<file path="config.mk">
export PLATFORM = sky130hd
export DESIGN_NAME = unidade_alu_multiciclo
export DESIGN_NICKNAME = d
export VERILOG_FILES = /design/src/rtl/unidade_alu_multiciclo.sv
export SDC_FILE = /design/constraint.sdc
export NUM_CORES = 1
export LEC_CHECK = 0
export ABC_AREA = 0
export BUFFER_PORTS_ARGS = -buffer_cell sky130_fd_sc_hd__buf_2
export CAP_MARGIN = 20
export CELL_PAD_IN_SITES_DETAIL_PLACEMENT = 1
export CELL_PAD_IN_SITES_GLOBAL_PLACEMENT = 2
export CORE_MARGIN = 5
export CORE_UTILIZATION = 34
export CTS_BUF_LIST = sky130_fd_sc_hd__clkbuf_2
export DETAILED_ROUTE_END_ITERATION = 8
export GPL_TIMING_DRIVEN = 0
export PLACE_DENSITY_LB_ADDON = 0.1
export SYNTH_ARGS = -nofsm -noshare
export SYNTH_HDL_FRONTEND = slang
export SYNTH_SLANG_ARGS = --single-unit
export TNS_END_PERCENT = 100
</file>
<file path="constraint.sdc">
create_clock -name clk -period 2.7 [get_ports clk]
set_input_delay 0 -clock clk [delete_from_list [all_inputs] [get_ports clk]]
set_output_delay 0 -clock clk [all_outputs]
set_load 0.02 [all_outputs]
</file>
<file path="src/rtl/unidade_alu_multiciclo.sv">
// Sequential ALU with valid/ready request and response sides. Single-cycle
// add/sub/and/or/xor, and an iterative shift-add unsigned multiply.
module unidade_alu_multiciclo #(
  parameter int LARGURA = 8
) (
  input  logic               clk,
  input  logic               rst_n,
  input  logic               req_valido,
  output logic               req_pronto,
  input  logic [LARGURA-1:0] entradaA,
  input  logic [LARGURA-1:0] entradaB,
  input  logic [3:0]         operacao,
  output logic               resp_valido,
  input  logic               resp_pronto,
  output logic [LARGURA-1:0] resultado,
  output logic               carry_out,
  output logic               zero_flag,
  output logic               erro_op,
  output logic [1:0]         o_estado
);

  // Handshake: a transfer happens on a rising edge where valid & ready are
  // both 1; ready is a function of state only, and valid, once raised by the
  // DUT, holds with stable data until the transfer.
  typedef enum logic [1:0] {
    OCIOSO   = 2'd0,
    CALCULA  = 2'd1,
    RESPOSTA = 2'd2
  } estado_t;

  localparam int         CW       = (LARGURA > 1) ? $clog2(LARGURA) : 1;
  localparam logic [CW-1:0] CONT_MAX = CW'(LARGURA - 1);
  localparam logic [3:0] OP_ADD = 4'b0000;
  localparam logic [3:0] OP_SUB = 4'b0001;
  localparam logic [3:0] OP_AND = 4'b0010;
  localparam logic [3:0] OP_OR  = 4'b0011;
  localparam logic [3:0] OP_XOR = 4'b0100;
  localparam logic [3:0] OP_MUL = 4'b1000;

  estado_t                r_estado;
  estado_t                w_prox;
  logic [2*LARGURA-1:0]   r_mcand;
  logic [2*LARGURA-1:0]   r_acc;
  logic [LARGURA-1:0]     r_mult;
  logic [CW-1:0]          r_cont;
  logic [LARGURA-1:0]     r_resultado;
  logic                   r_carry;
  logic                   r_zero;
  logic                   r_erro;

  logic                   w_aceita;
  logic [LARGURA:0]       w_soma;
  logic [LARGURA:0]       w_dif;
  logic [LARGURA-1:0]     w_res;
  logic                   w_carry;
  logic                   w_erro;
  logic [2*LARGURA-1:0]   w_acc_prox;

  always_ff @(posedge clk or negedge rst_n) begin
    if (!rst_n) r_estado <= OCIOSO;
    else        r_estado <= w_prox;
  end

  always_comb begin
    w_prox      = r_estado;
    req_pronto  = 1'b0;
    resp_valido = 1'b0;
    case (r_estado)
      OCIOSO: begin
        req_pronto = 1'b1;
        if (req_valido) w_prox = (operacao == OP_MUL) ? CALCULA : RESPOSTA;
      end
      CALCULA: begin
        if (r_cont == CONT_MAX) w_prox = RESPOSTA;
      end
      RESPOSTA: begin
        resp_valido = 1'b1;
        if (resp_pronto) w_prox = OCIOSO;
      end
      default: w_prox = OCIOSO;
    endcase
  end

  assign w_aceita = req_valido & req_pronto;

  // Bit LARGURA of the widened difference is the unsigned borrow.
  assign w_soma = {1'b0, entradaA} + {1'b0, entradaB};
  assign w_dif  = {1'b0, entradaA} - {1'b0, entradaB};

  always_comb begin
    w_res   = '0;
    w_carry = 1'b0;
    w_erro  = 1'b0;
    case (operacao)
      OP_ADD: begin w_res = w_soma[LARGURA-1:0]; w_carry = w_soma[LARGURA]; end
      OP_SUB: begin w_res = w_dif[LARGURA-1:0];  w_carry = w_dif[LARGURA];  end
      OP_AND: w_res = entradaA & entradaB;
      OP_OR:  w_res = entradaA | entradaB;
      OP_XOR: w_res = entradaA ^ entradaB;
      OP_MUL: w_erro = 1'b0;
      default: w_erro = 1'b1;
    endcase
  end

  assign w_acc_prox = r_mult[0] ? (r_acc + r_mcand) : r_acc;

  always_ff @(posedge clk or negedge rst_n) begin
    if (!rst_n) begin
      r_mcand     <= '0;
      r_acc       <= '0;
      r_mult      <= '0;
      r_cont      <= '0;
      r_resultado <= '0;
      r_carry     <= 1'b0;
      r_zero      <= 1'b0;
      r_erro      <= 1'b0;
    end else if (w_aceita) begin
      if (operacao == OP_MUL) begin
        r_mcand <= {{LARGURA{1'b0}}, entradaA};
        r_mult  <= entradaB;
        r_acc   <= '0;
        r_cont  <= '0;
      end else begin
        r_resultado <= w_res;
        r_carry     <= w_carry;
        r_zero      <= (w_res == '0);
        r_erro      <= w_erro;
      end
    end else if (r_estado == CALCULA) begin
      r_acc   <= w_acc_prox;
      r_mcand <= r_mcand << 1;
      r_mult  <= r_mult >> 1;
      r_cont  <= r_cont + 1'b1;
      // Result registers are only written on the last iteration, i.e. on entry to RESPOSTA.
      if (r_cont == CONT_MAX) begin
        r_resultado <= w_acc_prox[LARGURA-1:0];
        r_carry     <= |w_acc_prox[2*LARGURA-1:LARGURA];
        r_zero      <= (w_acc_prox[LARGURA-1:0] == '0);
        r_erro      <= 1'b0;
      end
    end
  end

  assign resultado = r_resultado;
  assign carry_out = r_carry;
  assign zero_flag = r_zero;
  assign erro_op   = r_erro;
  assign o_estado  = r_estado;

endmodule

</file>
== After elaboration in Yosys (flattened, before gate mapping) ==
Index checks and enable logic that the tools add are counted.
Storage, ports and cells
  logic and storage cells: 80
  output and inout bits: 15
  register bits after elaboration: 56
  input bits: 24
Operators by class
  equal/unequal tests: 13
  reductions and logical operators: 11
  bitwise operators: 4
  multiplexer cells: 39
  add/sub/neg operators: 4
Operators with widths (count)
  2-to-1 mux 16 bit: 7
  2-to-1 mux 8 bit: 7
  one-hot mux 8 bit (5 select lines): 1
  adder 16 bit: 1
  zero test 8 bit: 2
  2-to-1 mux 1 bit: 15
  adder 8 x 8 -> 9 bit: 1
  2-to-1 mux 3 bit: 3
  subtractor 8 x 8 -> 9 bit: 1
  AND 8 bit: 1
  equality test 4 x 2 -> 1 bit, second input constant: 2
  2-to-1 mux 2 bit: 4
  OR 8 bit: 1
  OR reduction 8 bit: 1
  XOR 8 bit: 1
  != test 2 bit, second input constant: 3
  one-hot mux 2 bit (3 select lines): 1
  AND reduction 3 bit: 2
  OR reduction 5 bit: 1
  equality test 4 x 1 -> 1 bit, second input constant: 1
  equality test 4 x 3 -> 1 bit, second input constant: 1
  equality test 4 bit, second input constant: 1
  zero test 4 bit: 1
  != test 2 x 1 -> 1 bit, second input constant: 2
  other kinds (9): 10

== Depth between registers and ports, before layout ==
  word-level depth: 6
  mapped depth: 11
  gate-level depth less buffers: 11

== Worst setup path before layout ==
Ideal clock, no wire load.
  path kind: register to register
  start: reg r_mcand[0]
  end: reg r_carry (netlist: carry_out)
  data arrival time: 2.469 ns
  stages on the path, launching flop included: 11
  buffers on the path: 0
  data required time: 2.569 ns
  clock period less this slack: 2.600 ns
  setup time: 0.131 ns
  path slack: 0.100 ns
  cells stage by stage: dfrtp_1 > ha_1 > fa_1 > a21o_1 > a22o_1 > a2111oi_0 > o31ai_1 > xor2_1 > mux2i_1 > and4_1 > a31oi_1
Between the ends
  word-level cells in the longest chain between the ends: 6
RTL lines
  from (decl): line 42  | logic [2*LARGURA-1:0] r_mcand;
  from (signal assigned): line 119  | r_mcand <= {{LARGURA{1'b0}}, entradaA};
  from (signal assigned): line 131  | r_mcand <= r_mcand << 1;
  adder 16 bit: line 105  | assign w_acc_prox = r_mult[0] ? (r_acc + r_mcand) : r_acc;
  2-to-1 mux 16 bit: line 105
  OR reduction 8 bit: line 137  | r_carry <= |w_acc_prox[2*LARGURA-1:LARGURA];
  2-to-1 mux 1 bit: line 135  | if (r_cont == CONT_MAX) begin
  2-to-1 mux 1 bit: line 129  | end else if (r_estado == CALCULA) begin
  2-to-1 mux 1 bit: line 117  | end else if (w_aceita) begin
  to (signal assigned): line 125  | r_carry <= w_carry;
  to (signal assigned): line 137
  to (decl): line 47  | logic r_carry;
Every way passes these cells. The select of a mux whose other input is x is not followed.
A chain may end at the register's enable or synchronous reset.

== Final worst setup path ==
Ends and elaborated chain as after synthesis.

==> impl_metrics.yaml <==
run_status:
  outcome: "finished clean"
die:
  core-area_um2: 12700
  start_util_pct: 34.7
  die-area_um2: 15300
  die_h_um: 124
  die_x_um: 124
  ios: 39
  fp-row-count: 41
final_layout:
  diodes: 0
  nets: 664
  syn_to_final_growth_pct: 19.1
  layout-drive-gt1-share_pct: 14.3
  design_area_um2: 5240
place:
  place_area_um2: 4820
  gp_congestion: 0.816
  dp_hpwl_um: 11600
  io_buffers: 36
power:
  vdd_drop_max_mv: 0.462
  intPower_w: 0.00222
  p_leak_nw: 2.41
  sequentialPowerShare_pct: 34.2
  pwr_density_cell_nw_per_um2: 816
  p_sw_w: 0.00206
  swShare_pct: 48.1
  clkPwrFrac_pct: 8.4
  comb_power_share_pct: 57.4
critical_path:
  cp.arrival_ps: 3120
  path_max_fanout: 3
  crit_path_start_kind: "register"
  path_class: "reg2reg"
  cp_data_required_time_ps: 3130
  cp-end-kind: "register"
timing:
  min_period_ps: 2700
  tns_ps: 0
  period_share_pct: 99.9
  rsz0062_at_grt: "true"
  max_freq_mhz: 371
  drv_slew: 0
  clock_skew_ps: 31.2
  relSlewSlack_pct: 35.7
  worst_pin_slew_ps: 952
  setup_violations: 0
  hold_viol_final: 0
clocking:
  clockBufferDepth: 2
  ctsRootBufferMaster: "clkbuf_2"
  cts-htree-levels: 2
  cts_sinks: 56
  cts_tree: "done"
  clkLatencyLatePin_ps: 500
  path_clk_slew_ps: 290
  numCtsBuffers: 5
routing:
  avgRoutedWirePerCell_um: 19.5
  wl_um: 15000
  drt_iter0_drc: 237
  viasPerCell: 5.39
  dr.pass1.iters: 4
  vias: 4137
  drc_errors: 0
  antenna_left: 0
synthesis:
  syn_inst: 523
  synth_area_leaders: "dfrtp_1, ha_1, o21ai_0, nand2_1, mux2i_1"
  synth_edf_count: 0
  synth_seq_cells: 56
  ys_warn_count: 0
  synthFlopType: "dfrtp_1"
  yosys.area.top_type: "dfrtp_1"
  synth_top_area_share_pct: 31.8
  synth_area_um2: 4400
  seq_area_frac_synth_pct: 31.8
  syn_nets: 591
  ys_types: 61
  async_flop_share_pct: 100
  postSynthAreaPerCell_um2: 8.42
global_route:
  grt_overflow: 0
  top_usage_layer: "met2"
  grt_pass1_wl_um: 24000
  met1_usage_pct: 29.8
  antenna_found_initial: 0
  grt_util_all_layers_pct: 20.5
  met2_usage_pct: 33.1
  grt_pass1_vias: 4333
  grt_start_max_net_pins: 32
  met3_usage_pct: 2.23
flow_run:
  maxCapViolCount: 0
min_path:
  hp-class: "in2reg"
placed cells by master (no fill, tap or decap), drive strengths merged, types with 7 or more instances in the layout:
cell type,count
o21ai,62
dfrtp,56
a211oi,8
ha,41
clkbuf,22
buf,54
a21oi,34
dlygate4sd3,22
inv,28
o21bai,7
mux2i,23
xnor2,9
a21o,11
nor2,33
nand3,16
nor3,9
nand2,76
stage by stage:
step,total power [W],hold slack (ps),setup slack (ps),std cells,utilization (%)
6_report,0.00428,95.4,2.99,768,41.4
5_1_grt,0.00466,68.0,-175,768,41.4
3_3_place_gp,0.00368,269,-372,731,37.9
3_5_place_dp,0.00375,64.5,-486,732,38.0
4_1_cts,0.00423,64.0,-73.2,762,40.7
2_1_floorplan,0.00304,-296,99.9,523,-
per-layer routing:
metal / part of all wire (%) / wire [um]
met2: 46 / 6870
met1: 50 / 7470
met4: 0.81 / 122
met5: 0 / 0
met3: 3.4 / 513
registers in the layout, summed over array words and instances (netlist names):
name and cells:
carry_out 1, erro_op 1, o_estado 2, r_acc 16
r_cont 3, r_mcand 16, r_mult 8, resultado 8
zero_flag 1
repair_timing:
action,in CTS,in global routing
endpoints found under the hold margin,74,0
pin swaps,2,9
resized for setup,14,9
setup endpoints to repair,4,4
hold buffers,22,0
buffers inserted,1,6
cell type report:
class	instances	area (um2)
repair buffers	66	473
flip-flops and latches	56	1400
plain buffers	27	118
clock buffers	5	25.0
fillers	1528	7430
clock inverters	2	16.3
inverters	27	101
multi-input cells	413	2890
well taps	172	215
cell families (layout without fill, tap and decap cells):
logic type	count (synthesis)	after routing	share of synthesized area, %
AO/OA/AOI/OAI	165	165	24.1
AND/OR/NAND/NOR	164	164	17.4
flip-flops	56	56	31.8
buffers and inverters	54	127	4.95
adder cells (fa/ha/maj)	44	44	13.0
multiplexers	25	25	5.74
XOR/XNOR	15	15	2.98
worst paths after layout:
check / end / start / slack (ps) / cells past startpoint
worst max-delay path: carry_out$_DFFE_PN0P_ / r_mcand[0]$_DFFE_PN0P_ / 3 / 10
worst min-delay path: erro_op$_DFFE_PN0P_ / operacao[0] / 100 / 3
worst max register to register: carry_out$_DFFE_PN0P_ / r_mcand[0]$_DFFE_PN0P_ / 3 / 10
worst min register to register: r_cont[0]$_DFFE_PN0P_ / r_cont[0]$_DFFE_PN0P_ / 520 / 1
max in group asynchronous: r_cont[1]$_DFFE_PN0P_ / rst_n / 860 / 4
min in group asynchronous: erro_op$_DFFE_PN0P_ / rst_n / 460 / 3
synth_stat cells (11+ instances only):
cell type	number
a21o_1	11
a21oi_1	33
clkbuf_1	17
dfrtp_1	56
ha_1	41
inv_1	26
mux2i_1	23
nand2_1	76
nand3_1	16
nor2_1	33
o21ai_0	58
power groups by stage:
stage / sequential (W) / combinational (W) / clock (W)
floorplan: 0.00150 / 0.00153 / 0
CTS: 0.00147 / 0.00239 / 0.000379
global placement: 0.00147 / 0.00220 / 0
finish: 0.00146 / 0.00245 / 0.000358
global route: 0.00151 / 0.00274 / 0.000409
detailed placement: 0.00148 / 0.00227 / 0
worst max-delay path: stages, from the launching register on:
cell	delay [ps]
dfrtp_1	480
ha_4	190
fa_2	350
a21o_1	220
a22o_1	250
a2111oi_4	380
nor2_1	110
xor2_1	240
a21oi_1	100
and4_1	200
a31oi_1	120
(Power assumes the default switching activity.)
